File: config.mk
export PLATFORM = sky130hd
export DESIGN_NAME = rv32i_fetch_unit
export DESIGN_NICKNAME = d
export VERILOG_FILES = /design/src/rtl/fe_pkg.sv /design/src/rtl/rv32i_fetch_fifo.sv /design/src/rtl/rv32i_fetch_unit.sv
export SDC_FILE = /design/constraint.sdc
export NUM_CORES = 1
export LEC_CHECK = 0
export ABC_AREA = 0
export BUFFER_PORTS_ARGS = -buffer_cell sky130_fd_sc_hd__buf_2
export CAP_MARGIN = 0
export CORE_AREA = 10 10 198 200
export DETAILED_ROUTE_END_ITERATION = 12
export DIE_AREA = 0 0 208 210
export GPL_ROUTABILITY_DRIVEN = 0
export PLACE_DENSITY = 0.63
export SYNTH_ARGS = -nofsm -noshare
export SYNTH_HDL_FRONTEND = slang
export SYNTH_SLANG_ARGS = --single-unit
File: constraint.sdc
create_clock -name clk -period 3.3 [get_ports clk]
set_input_delay 0 -clock clk [delete_from_list [all_inputs] [get_ports clk]]
set_output_delay 0 -clock clk [all_outputs]
set_load 0.02 [all_outputs]
File: src/rtl/fe_pkg.sv
// Shared types and constants for the RV32I instruction fetch front end.
package fe_pkg;

  typedef logic [31:0] RV32I_PC_t;
  typedef logic [31:0] RV32I_OPERAND_t;

  typedef struct packed {
    RV32I_PC_t      pc;
    RV32I_OPERAND_t word;
  } fetch_entry_t;

  localparam RV32I_OPERAND_t RV32I_NOP = 32'h0000_0013;
  localparam RV32I_PC_t      PC_STEP   = 32'd4;

endpackage

File: src/rtl/rv32i_fetch_fifo.sv
// Small synchronous FIFO of {pc, word} entries; flush beats push and pop.
module rv32i_fetch_fifo
  import fe_pkg::*;
#(
  parameter int DEPTH = 4,
  localparam int AW = $clog2(DEPTH),
  localparam int CW = AW + 1
) (
  input  logic          clk,
  input  logic          rst,
  input  logic          i_push,
  input  logic          i_pop,
  input  logic          i_flush,
  input  fetch_entry_t  i_data,
  output fetch_entry_t  o_head,
  output logic [CW-1:0] o_count
);

  fetch_entry_t  r_mem [DEPTH];
  logic [AW-1:0] r_wr;
  logic [AW-1:0] r_rd;
  logic [CW-1:0] r_count;
  logic          w_wr_en;

  assign w_wr_en = i_push && !i_flush && !rst;
  assign o_head  = r_mem[r_rd];
  assign o_count = r_count;

  always_ff @(posedge clk) begin
    if (w_wr_en) r_mem[r_wr] <= i_data;
  end

  always_ff @(posedge clk) begin
    if (rst || i_flush) begin
      r_wr    <= '0;
      r_rd    <= '0;
      r_count <= '0;
    end else begin
      if (i_push) r_wr <= r_wr + 1'b1;
      if (i_pop)  r_rd <= r_rd + 1'b1;
      r_count <= r_count + CW'(i_push) - CW'(i_pop);
    end
  end

  // The fetch credit scheme must never let a response land in a full buffer.
  always_ff @(posedge clk) begin
    if (!rst && !i_flush)
      assert (!(i_push && !i_pop && r_count == CW'(DEPTH)));
  end

endmodule

File: src/rtl/rv32i_fetch_unit.sv
// RV32I fetch front end: PC, credit-limited imem requests, response buffer, redirect flush.
// Optional RV32I_FETCH_MISALIGN_TRAP_EN: misaligned redirect raises sticky fetch_fault.
module rv32i_fetch_unit
  import fe_pkg::*;
#(
  parameter RV32I_PC_t RESET_PC   = 32'h0000_0000,
  parameter int        FIFO_DEPTH = 4
) (
  input  logic           clk,
  input  logic           rst,
  output logic           imem_req_valid,
  output RV32I_PC_t      imem_req_addr,
  input  logic           imem_req_ready,
  input  logic           imem_rsp_valid,
  input  RV32I_OPERAND_t imem_rsp_data,
  input  logic           redirect_valid,
  input  RV32I_PC_t      redirect_pc,
  output logic           instr_valid,
  output RV32I_OPERAND_t instr,
  output RV32I_PC_t      instr_pc,
  input  logic           instr_ready,
  output logic           fetch_fault
);

  localparam int            CW      = $clog2(FIFO_DEPTH) + 1;
  localparam logic [CW:0]   DEPTH_W = FIFO_DEPTH[CW:0];

  logic          r_rst_q;
  RV32I_PC_t     r_fetch_pc;
  RV32I_PC_t     r_rsp_pc;
  logic [CW-1:0] r_outstanding;
  logic [CW-1:0] r_discard;

  logic          w_req_hs;
  logic          w_push;
  logic          w_pop;
  logic          w_fault;
  logic [CW-1:0] w_count;
  logic [CW-1:0] w_out_nxt;
  logic [CW:0]   w_inflight;
  RV32I_PC_t     w_redir_pc;
  fetch_entry_t  w_head;
  fetch_entry_t  w_push_data;

`ifdef RV32I_FETCH_MISALIGN_TRAP_EN
  logic r_fault;

  always_ff @(posedge clk) begin
    if (rst)                 r_fault <= 1'b0;
    else if (redirect_valid) r_fault <= |redirect_pc[1:0];
  end

  assign w_fault = r_fault;
`else
  assign w_fault = 1'b0;
`endif

  assign w_redir_pc     = redirect_pc & ~32'd3;
  assign w_inflight     = {1'b0, r_outstanding} + {1'b0, w_count};
  assign imem_req_valid = !r_rst_q && !w_fault && (w_inflight < DEPTH_W);
  assign imem_req_addr  = r_fetch_pc;
  assign w_req_hs       = imem_req_valid && imem_req_ready;
  assign w_out_nxt      = r_outstanding + CW'(w_req_hs) - CW'(imem_rsp_valid);

  // A response arriving with a redirect is stale by definition, so it is never pushed.
  assign w_push      = imem_rsp_valid && (r_discard == '0) && !redirect_valid;
  assign w_push_data = '{pc: r_rsp_pc, word: imem_rsp_data};
  assign w_pop       = instr_valid && instr_ready;

  assign instr_valid = (w_count != '0);
  assign instr       = instr_valid ? w_head.word : (r_rst_q ? '0 : RV32I_NOP);
  assign instr_pc    = instr_valid ? w_head.pc : '0;
  assign fetch_fault = w_fault;

  always_ff @(posedge clk) begin
    if (rst) begin
      r_rst_q       <= 1'b1;
      r_fetch_pc    <= RESET_PC;
      r_rsp_pc      <= RESET_PC;
      r_outstanding <= '0;
      r_discard     <= '0;
    end else begin
      r_rst_q       <= 1'b0;
      r_outstanding <= w_out_nxt;
      if (redirect_valid) begin
        // Everything still in flight after this cycle belongs to the old stream.
        r_fetch_pc <= w_redir_pc;
        r_rsp_pc   <= w_redir_pc;
        r_discard  <= w_out_nxt;
      end else begin
        if (w_req_hs) r_fetch_pc <= r_fetch_pc + PC_STEP;
        if (imem_rsp_valid) begin
          if (r_discard != '0) r_discard <= r_discard - 1'b1;
          else                 r_rsp_pc  <= r_rsp_pc + PC_STEP;
        end
      end
    end
  end

  rv32i_fetch_fifo #(.DEPTH(FIFO_DEPTH)) u_fifo (
    .clk     (clk),
    .rst     (rst),
    .i_push  (w_push),
    .i_pop   (w_pop),
    .i_flush (redirect_valid),
    .i_data  (w_push_data),
    .o_head  (w_head),
    .o_count (w_count)
  );

endmodule

Word-level counts from Yosys, hierarchy flattened
Memories as Yosys holds them, arrays and structs flattened. A register that Yosys moved wholly into a read port is not among the register bits.
Index checks and enable logic that the tools add are counted.
{ "totals": {"ram_bits": 256, "out_inout_bits": 99, "mem_count": 1, "register_bits": 78, "in_bits": 70, "elab_cells": 61} }
{ "classes": {"n_addsub": 10, "bitwise_logic": 1, "eq_ne": 1, "reduce_logical": 21, "n_lt_le_gt_ge": 1, "mux": 16} }
{ "mem_list": {"columns": ["name", "depth", "width", "read_ports", "rd_ports_with_merged_regs", "write_ports", "line", "rtl"], "rows": [
  ["u_fifo.r_mem", 4, 64, 1, 1, 1, "rv32i_fetch_fifo.sv:19", "fetch_entry_t r_mem [DEPTH];"]
]} }
{ "ops": {"columns": ["cell", "n"], "rows": [
  ["two-way mux 32 bit", 7],
  ["adder 32 x 3 -> 32 bit (second input constant)", 2],
  ["two-way mux 3 bit", 3],
  ["logical AND 1 bit", 7],
  ["adder 3 x 1 -> 3 bit", 2],
  ["AND reduction 2 bit", 3],
  ["nonzero test 2 bit", 3],
  ["nonzero test 3 bit", 2],
  ["subtractor 3 x 1 -> 3 bit", 2],
  ["two-way mux 5 bit", 1],
  ["adder 2 x 1 -> 2 bit (second input constant)", 2],
  ["adder 3 x 3 -> 4 bit", 1],
  ["less-than comparator 4 x 3 -> 1 bit (second input constant)", 1],
  ["two-way mux 2 bit", 2],
  ["logical NOT 1 bit", 3],
  ["logical NOT 3 bit", 1],
  ["two-way mux 1 bit", 3],
  ["subtractor 3 x 1 -> 3 bit (second input constant)", 1],
  ["!= test 2 bit (second input constant)", 1],
  ["OR reduction 2 bit", 1],
  ["logical OR 1 bit", 1],
  ["inverter 1 bit", 1]
]} }

Logic depth before layout (Yosys ltp)
Gate-level depths: netlist (run 1).
{ "depth": {"depth_word": 7, "ltp_mapped": 12, "depth_no_buf": 12} }

Cells and area by module
A second synthesis (run 1) with hierarchy kept.
{ "unflattened": {"cells_unflattened": 941, "hier_area_um2": 14234.9} }
{ "modules_own_cells": {"columns": ["module", "seq_area_each_um2", "n_inst", "cells_each", "area_each_um2"], "rows": [
  ["rv32i_fetch_fifo", 7867.5, 1, 377, 9751.9],
  ["rv32i_fetch_unit", 1341.3, 1, 564, 4483.0]
]} }

Least setup slack after synthesis (run 1)
OpenSTA, ideal clock, no wires.
{ "synth_path": {"path_kind": "register to register", "start": "register r_discard[0]", "end": "memory u_fifo.r_mem[0][0] in the netlist's numbering, enable pin", "setup_ps": 427, "path_stages_with_launch": 6, "arrival_ps": 2594, "synth_period_minus_slack_ps": 3020, "t_required_ps": 2873, "path_buffers": 0, "path_slack_ps": 280, "path_cell_list": "dfxtp_1 -> inv_1 -> ha_1 -> nand2b_1 -> nor2_1 -> and3_1"} }
{ "synth_via": {"elab_chain_len": 7} }
{ "synth_rtl": {"columns": ["element", "line", "rtl"], "rows": [
  ["start: declaration", "rv32i_fetch_unit.sv:32", "logic [CW-1:0] r_discard;"],
  ["start signal: assignment", "rv32i_fetch_unit.sv:89", "r_discard <= w_out_nxt;"],
  ["start signal: assignment", "rv32i_fetch_unit.sv:93", "if (r_discard != '0) r_discard <= r_discard - 1'b1;"],
  ["logical NOT 3 bit", "rv32i_fetch_unit.sv:66", "assign w_push = imem_rsp_valid && (r_discard == '0) && !redirect_valid;"],
  ["logical AND 1 bit (2 in a row)", "rv32i_fetch_unit.sv:66", null],
  ["logical AND 1 bit (2 in a row)", "rv32i_fetch_fifo.sv:25", "assign w_wr_en = i_push && !i_flush && !rst;"],
  ["two-way mux 1 bit", "rv32i_fetch_fifo.sv:30", "if (w_wr_en) r_mem[r_wr] <= i_data;"],
  ["two-way mux 1 bit (implied by the code)", "rv32i_fetch_fifo.sv:30", null],
  ["end: declaration", "rv32i_fetch_fifo.sv:19", null]
]} }
No other way between the ends.

Final worst setup path (run 1)
{ "layout_path": {"start": "register u_fifo.r_count[2], in the netlist u_fifo.o_count[2]", "end": "register r_discard[2]"} }
{ "layout_via": {"elab_chain_len": 7} }
{ "layout_rtl": {"columns": ["element", "line", "rtl"], "rows": [
  ["start: declaration", "rv32i_fetch_fifo.sv:22", "logic [CW-1:0] r_count;"],
  ["start signal: assignment", "rv32i_fetch_fifo.sv:41", "r_count <= r_count + CW'(i_push) - CW'(i_pop);"],
  ["adder 3 x 3 -> 4 bit", "rv32i_fetch_unit.sv:59", "assign w_inflight = {1'b0, r_outstanding} + {1'b0, w_count};"],
  ["less-than comparator 4 x 3 -> 1 bit", "rv32i_fetch_unit.sv:60", "assign imem_req_valid = !r_rst_q && !w_fault && (w_inflight < DEPTH_W);"],
  ["logical AND 1 bit", "rv32i_fetch_unit.sv:60", null],
  ["logical AND 1 bit", "rv32i_fetch_unit.sv:62", "assign w_req_hs = imem_req_valid && imem_req_ready;"],
  ["adder 3 x 1 -> 3 bit", "rv32i_fetch_unit.sv:63", "assign w_out_nxt = r_outstanding + CW'(w_req_hs) - CW'(imem_rsp_valid);"],
  ["subtractor 3 x 1 -> 3 bit", "rv32i_fetch_unit.sv:63", null],
  ["two-way mux 3 bit", "rv32i_fetch_unit.sv:85", "if (redirect_valid) begin"]
]} }
No other way between the ends.
A chain may end at the register's enable or synchronous reset.

==> results of run 1 <==
cells by family after synthesis:
kind of cell             Yosys count  synth area share
AO/OA/AOI/OAI                    133            0.0704
XOR/XNOR                          22            0.0139
adder cells (fa/ha/maj)           16            0.0155
buffers and inverters             98            0.0287
flip-flops                       324             0.647
multiplexers                      63             0.101
other                              1          0.000271
AND/OR/NAND/NOR                  292             0.123
placed cells by master (no fill, tap or decap), types with 35 or more instances in the layout:
| master | n |
|---|---|
| and2_1 | 69 |
| buf_2 | 161 |
| clkbuf_16 | 36 |
| dfxtp_1 | 74 |
| dlygate4sd3_1 | 67 |
| edfxtp_1 | 248 |
| inv_1 | 37 |
| mux4_2 | 62 |
| nand2_1 | 47 |
| nor2_1 | 35 |
power by group through the flow:
stage | Combinational [uW] | Sequential (uW) | Clock, uW
after floorplan | 621 | 4720 | 0
after global placement | 951 | 4740 | 0
after detailed placement | 962 | 4750 | 0
after CTS | 1030 | 4660 | 3780
after global routing | 1120 | 4680 | 3950
final | 1010 | 4660 | 3670
worst max path at each step:
stage | end | slack, ns | cells after the start
after floorplan | u_fifo.r_mem[0][0]$_DFFE_PP_ | 0.28 | 5
after global placement | r_discard[2]$_SDFFE_PP0P_ | 0.60 | 12
after detailed placement | r_discard[2]$_SDFFE_PP0P_ | 0.61 | 12
after CTS | r_discard[2]$_SDFFE_PP0P_ | 0.57 | 12
after global routing | r_discard[2]$_SDFFE_PP0P_ | 0.32 | 12
final | r_discard[2]$_SDFFE_PP0P_ | 0.59 | 12
final cells by class:
class	count	area, um^2
Sequential cell	324	8970
Tap cell	461	577
Clock inverter	19	145
Fill cell	3083	18300
Inverter	37	139
Clock buffer	46	938
Multi-Input combinational cell	531	4510
Timing Repair Buffer	247	1680
worst min-delay path: stages:
cell and delay (ns):
buf_2 0.29, nor2_1 0.16, a211oi_1 0.08
sequential cells by signal, indices dropped and copies added (netlist names), named ones only:
register and flops:
u_fifo.r_mem 248, imem_req_addr 30, r_rsp_pc 30, r_discard 3, r_outstanding 3, u_fifo.o_count 3
u_fifo.r_rd 2, u_fifo.r_wr 2, r_rst_q 1
per-layer routing:
layer	part of all wire	GRT usage	wire, um	vias to the layer above
met5	0	0	0	-
met4	0.013	0.0355	407	0
met3	0.062	0.0302	2030	30
met2	0.47	0.235	15300	285
met1	0.46	0.202	14800	4380
li1	-	-	-	4156
what timing repair did:
item	CTS	global route
gates resized for setup	0	0
endpoints found under the hold margin	198	0
hold buffers	67	0
stage by stage:
step / hold WS [ns] / instance area (um^2) / util
3_3_place_gp: 0.217 / 15200 / 0.432
5_1_grt: 0.0934 / 17000 / 0.482
6_report: 0.0669 / 17000 / 0.482
3_5_place_dp: 0.220 / 15200 / 0.432
4_1_cts: 0.0532 / 17000 / 0.482
2_1_floorplan: 0.0277 / 13900 / -
==> impl_results.md, run 1 <==
- Initial detailed-routing violation count: 526
- #FFs+latches synth: 324
- Vias per std cell: 5.32
- Hold Crit Class: in2reg
- Count of pins over their slew limit: 0
- CP top delay family: adder cells
- Rows: 69
- DR vias: 8851
- Antenna Cells: 0
- CP required: 3.74 ns
- Crit-path max FO: 3
- Share of layout cells above drive strength 1: 0.256
- Final routed wire length divided by cell count: 19.5 um
- Die ar.: 43700 um^2
- Post-DRT Antenna Nets: 0
- Final-report hold violation count: 0
- P per Cell Area: 551 nW/um^2
- Drt drc: 0
- Placed insts: 1533
- Internal Power: 7060 uW
- Largest net degree at the start of global routing: 68
- Hold endpoint: r_rsp_pc[25]$_SDFFE_PP0P_
- GRT Resource Usage Total: 0.147
- Mapped Cells: 949
- Top cell by count, worst path: ha_1
- Setup TNS: 0 ns
- Root Buffer: clkbuf_16
- First-pass GRT wire length: 51900 um
- Post-DP HPWL: 21300 um
- Setup ws final: 0.588 ns
- Status: complete, no violations
- Top-area cell type share of the netlist area: 0.537
- Relative slew slack: 0.406
- Vias in the first global route: 9034
- VDD IR max: 328 uV
- Distinct cells, synth: 58
- Synth Warn #: 0
- Count leader, synth: edfxtp_1
- Hold Startpoint: redirect_valid
- Mapped Avg Cell Area: 14.6 um^2
- RSZ-0062 raised after global routing: false
- Clock Power Share: 0.393
- Fin crit period: 2.71 ns
- CP cell instances: ha_1 -> nor4_4 -> nand3_1 -> ha_1 -> inv_1 -> ha_1 -> inv_1 -> fa_1 -> xor2_1 -> xnor2_1 -> and2_1 -> a211oi_1
- Seq/Total Area, Yosys: 0.647
- Most used DFF post-synth: edfxtp_1
- Post-synth top cells: edfxtp_1, dfxtp_1, and2_1
- Worst slack, placed: 0.612 ns
- I/O pin count: 169
- Clock latency on the worst-skew pair: 0.53 ns
- Num CTS Buffers: 36
- Post-CTS setup buffer count: 0
- Post-layout net count: 1263
- Area Growth Syn to Fin: 22.4%
- Die H: 210 um
- CORE AREA: 35200 um^2
- Grt ovf: 0
- Reg2reg end: r_discard[2]$_SDFFE_PP0P_
- Kind of critical path: reg2reg
- CTS tree: built
- R2R Path Start: u_fifo.o_count[2]$_SDFF_PP0_
- Switching part of the total: 0.245
- Worst setup SP type: register
- R2R setup slack: 0.59 ns
- Setup crit end kind: register
- Hold depth: 3
- Sequential share of power: 0.499
- Worst Tran Pin Value: 0.883 ns
- Clock Sinks: 324
- Max stage delay on crit path: 0.38 ns
- H-tree depth: 2
- Crit path from: u_fifo.o_count[2]$_SDFF_PP0_
- Critical path arrival: 3.15 ns
- Max-Cap Viols: 0
- Drt total wl: 32500 um
- First-pass DRT Iterations: 5
- Clock tree buffer depth: 3
- Clk slew on worst S/H paths: 0.06 ns
- Comb power frac: 0.108
- Number of synthesized flops with an enable pin: 248
- Largest area contributor in the netlist: edfxtp_1
- Post-layout total power: 9350 uW
- Highest Clock Rate: 369 MHz
- Worst reg2reg path depth: 12
- Mapped Area: 13900 um^2
- Top cells by area, synth: edfxtp_1, dfxtp_1, mux4_2
- Async SR Flop Fraction: 0
- Die Width: 208 um
- Sw Pwr: 2290 uW
- Initial Utilization: 0.393
- Crit-path slowest cell: fa_1
- Finished Layout Cells: 1665
- Final Skew: 0.0149 ns
- Total leakage power: 0.00600 uW
- CP Buf/Inv Count: 2
- Tcrit/Tclk final: 0.822
- Initial antenna violation count: 0
- Endpoints failing setup: 0
- Count of input and output buffers: 161
Note: power is estimated with default switching activity, not from simulation.
==> run 2: changes to the inputs <==
ABC_AREA = 1   (was 0)
CORE_AREA = 10 10 203 205   (was 10 10 198 200)
DIE_AREA = 0 0 213 215   (was 0 0 208 210)
PLACE_DENSITY = 0.65   (was 0.63)
clock period = 2.45 ns   (was 3.3 ns; I/O delays follow)
==> impl_results.md, run 2 <==
- Top-area cell type share of the netlist area: 0.505
- Top cell by count, worst path: ha_1
- Die Width: 213 um
- Crit path from: r_discard[0]$_SDFFE_PP0P_
- Clock Sinks: 324
- I/O pin count: 169
- Hold Crit Class: in2reg
- Count leader, synth: nor2_1
- Number of synthesized flops with an enable pin: 248
- DR vias: 11300
- Reg2reg end: u_fifo.o_count[2]$_SDFF_PP0_
- Setup ws final: 0.150 ns
- RSZ-0062 raised after global routing: true
- Endpoints failing setup: 0
- R2R setup slack: 0.15 ns
- Final routed wire length divided by cell count: 17.0 um
- H-tree depth: 2
- VDD IR max: 377 uV
- Vias in the first global route: 11200
- Post-layout net count: 1836
- First-pass DRT Iterations: 5
- Top sig layer: met5
- Critical path depth: 14
- GRT Resource Usage Total: 0.164
- Post-DP HPWL: 24800 um
- Num CTS Buffers: 35
- Worst reg2reg path depth: 14
- Die ar.: 45800 um^2
- CORE AREA: 37200 um^2
- Kind of critical path: reg2reg
- Crit-path max FO: 2
- Fin crit period: 2.30 ns
- Total leakage power: 0.00694 uW
- Max stage delay on crit path: 0.38 ns
- Distinct cells, synth: 42
- Root Buffer: clkbuf_16
- Crit-path slowest cell: fa_2
- Status: complete, no violations
- Mapped Avg Cell Area: 9.69 um^2
- First-pass GRT wire length: 60800 um
- Sequential share of power: 0.498
- Setup TNS: 0 ns
- Tcrit/Tclk final: 0.939
- Clk slew on worst S/H paths: 0.06 ns
- Most used DFF post-synth: edfxtp_1
- Worst setup SP type: register
- Relative slew slack: 0.569
- Commonest cells after routing, fill and taps aside: nor2_1, edfxtp_1, nand2_1
- Largest net degree at the start of global routing: 87
- Mapped Area: 14700 um^2
- Initial antenna violation count: 1
- Hold endpoint: r_outstanding[1]$_SDFF_PP0_
- Hold Startpoint: imem_req_ready
- Area Growth Syn to Fin: 21.7%
- Share of layout cells above drive strength 1: 0.183
- Max-Cap Viols: 0
- Met2 wire length: 17400 um
- CP cell instances: inv_2 -> ha_1 -> inv_1 -> nor2_4 -> nand2_4 -> nor2_4 -> inv_2 -> ha_1 -> inv_1 -> ha_1 -> fa_2 -> xnor2_2 -> xor2_1 -> nor2_1
- Post-synth top cells: nor2_1, edfxtp_1, nand2_1
- Worst slack, placed: 0.0127 ns
- Async SR Flop Fraction: 0
- Initial Utilization: 0.396
- Max reg flops: 248
- Post-DRT Antenna Nets: 0
- M1 WL: 16900 um
- Clock latency on the worst-skew pair: 0.52 ns
- Hold depth: 5
- P per Cell Area: 702 nW/um^2
- Grt ovf: 0
- Final Skew: 0.0140 ns
- CP Buf/Inv Count: 4
- Synth Warn #: 0
- Vias per std cell: 5.04
- Critical path arrival: 2.70 ns
- DR WL met3: 2770 um
- Most common cell after layout, fill and taps aside: nor2_1
- Internal Power: 9410 uW
- CP top delay family: adder cells
- Worst Tran Pin Value: 0.644 ns
- Count of pins over their slew limit: 0
- Die H: 215 um
- Count of input and output buffers: 161
- Highest Clock Rate: 435 MHz
- CTS tree: built
- Top cells by area, synth: edfxtp_1, dfxtp_1, nor2_1
- Comb power frac: 0.117
- Clock Power Share: 0.385
- #FFs+latches synth: 324
- Rows: 71
- Final-report hold violation count: 0
- Most flop-heavy register: u_fifo.r_mem
- R2R Path Start: r_discard[0]$_SDFFE_PP0P_
- Largest area contributor in the netlist: edfxtp_1
- Clock tree buffer depth: 3
- CP required: 2.85 ns
- Initial detailed-routing violation count: 795
- Drt drc: 0
- Antenna Cells: 0
- Setup crit end kind: register
- Seq/Total Area, Yosys: 0.609
- Mapped Cells: 1521
- Sw Pwr: 3180 uW
- Drt total wl: 38100 um
- Switching part of the total: 0.252
[run 2: cell type report]
cell class,instances,area (um^2)
clock buffers,47,935
clock inverters,10,103
fillers,3351,19300
inverters,100,380
multi-input cells,1030,5130
flip-flops and latches,324,8980
well taps,474,593
repair buffers,259,1820
[run 2: cell families after synthesis]
logic type,count (synthesis),synth area share
simple gates,682,0.204
other cells,1,0.000254
flops,324,0.609
buf+inv,171,0.0500
fa+ha+maj,16,0.0146
xor+xnor,24,0.0153
compound gates,303,0.107
[run 2: worst max path at each step]
stage,to,slack (ns)
after floorplan,u_fifo.r_mem[0][0]$_DFFE_PP_,-0.67
after global placement,r_discard[2]$_SDFFE_PP0P_,0.02
after detailed placement,r_discard[2]$_SDFFE_PP0P_,0.01
after CTS,r_discard[2]$_SDFFE_PP0P_,0.009
after global routing,r_discard[2]$_SDFFE_PP0P_,-0.02
final,u_fifo.o_count[2]$_SDFF_PP0_,0.15
[run 2: repair_timing]
| item | CTS | global route |
|---|---|---|
| pin swaps | 1 | 8 |
| setup endpoints to repair | 4 | 146 |
| gates cloned | 0 | 0 |
| resized for setup | 3 | 14 |
| setup buffers | 0 | 4 |
| endpoints found under the hold margin | 201 | 0 |
| hold buffers | 66 | 0 |
[run 2: power groups by stage]
stage / clock network, uW / logic, uW / registers (uW)
after global placement: 0 / 1310 / 6370
final: 4850 / 1470 / 6280
after global routing: 5140 / 1640 / 6300
after floorplan: 0 / 831 / 6370
after CTS: 4930 / 1430 / 6270
after detailed placement: 0 / 1340 / 6380
[run 2: through the flow]
stage | cells | utilization | hold slack, ns | instance area [um^2] | power, uW
6_report | 2244 | 0.482 | 0.128 | 17900 | 12600
5_1_grt | 2244 | 0.482 | 0.152 | 17900 | 13100
4_1_cts | 2240 | 0.479 | 0.109 | 17800 | 12600
3_5_place_dp | 2117 | 0.434 | 0.225 | 16100 | 7720
3_3_place_gp | 2117 | 0.434 | 0.216 | 16100 | 7690
2_1_floorplan | 1525 | - | 0.0277 | 14800 | 7200
[run 2: worst reg2reg max path: stages (launching register included)]
cell     delay, ns
dfxtp_2       0.32
inv_2         0.05
ha_1          0.14
inv_1         0.06
nor2_4        0.13
nand2_4       0.06
nor2_4        0.11
inv_2         0.05
ha_1          0.26
inv_1         0.03
ha_1          0.19
fa_2          0.38
xnor2_2       0.17
xor2_1        0.16
nor2_1        0.06
[run 2: per-layer routing]
layer,vias up,track usage
met5,-,0
met4,2,0.0519
met3,60,0.0327
met2,389,0.260
met1,5300,0.220
li1,5565,-
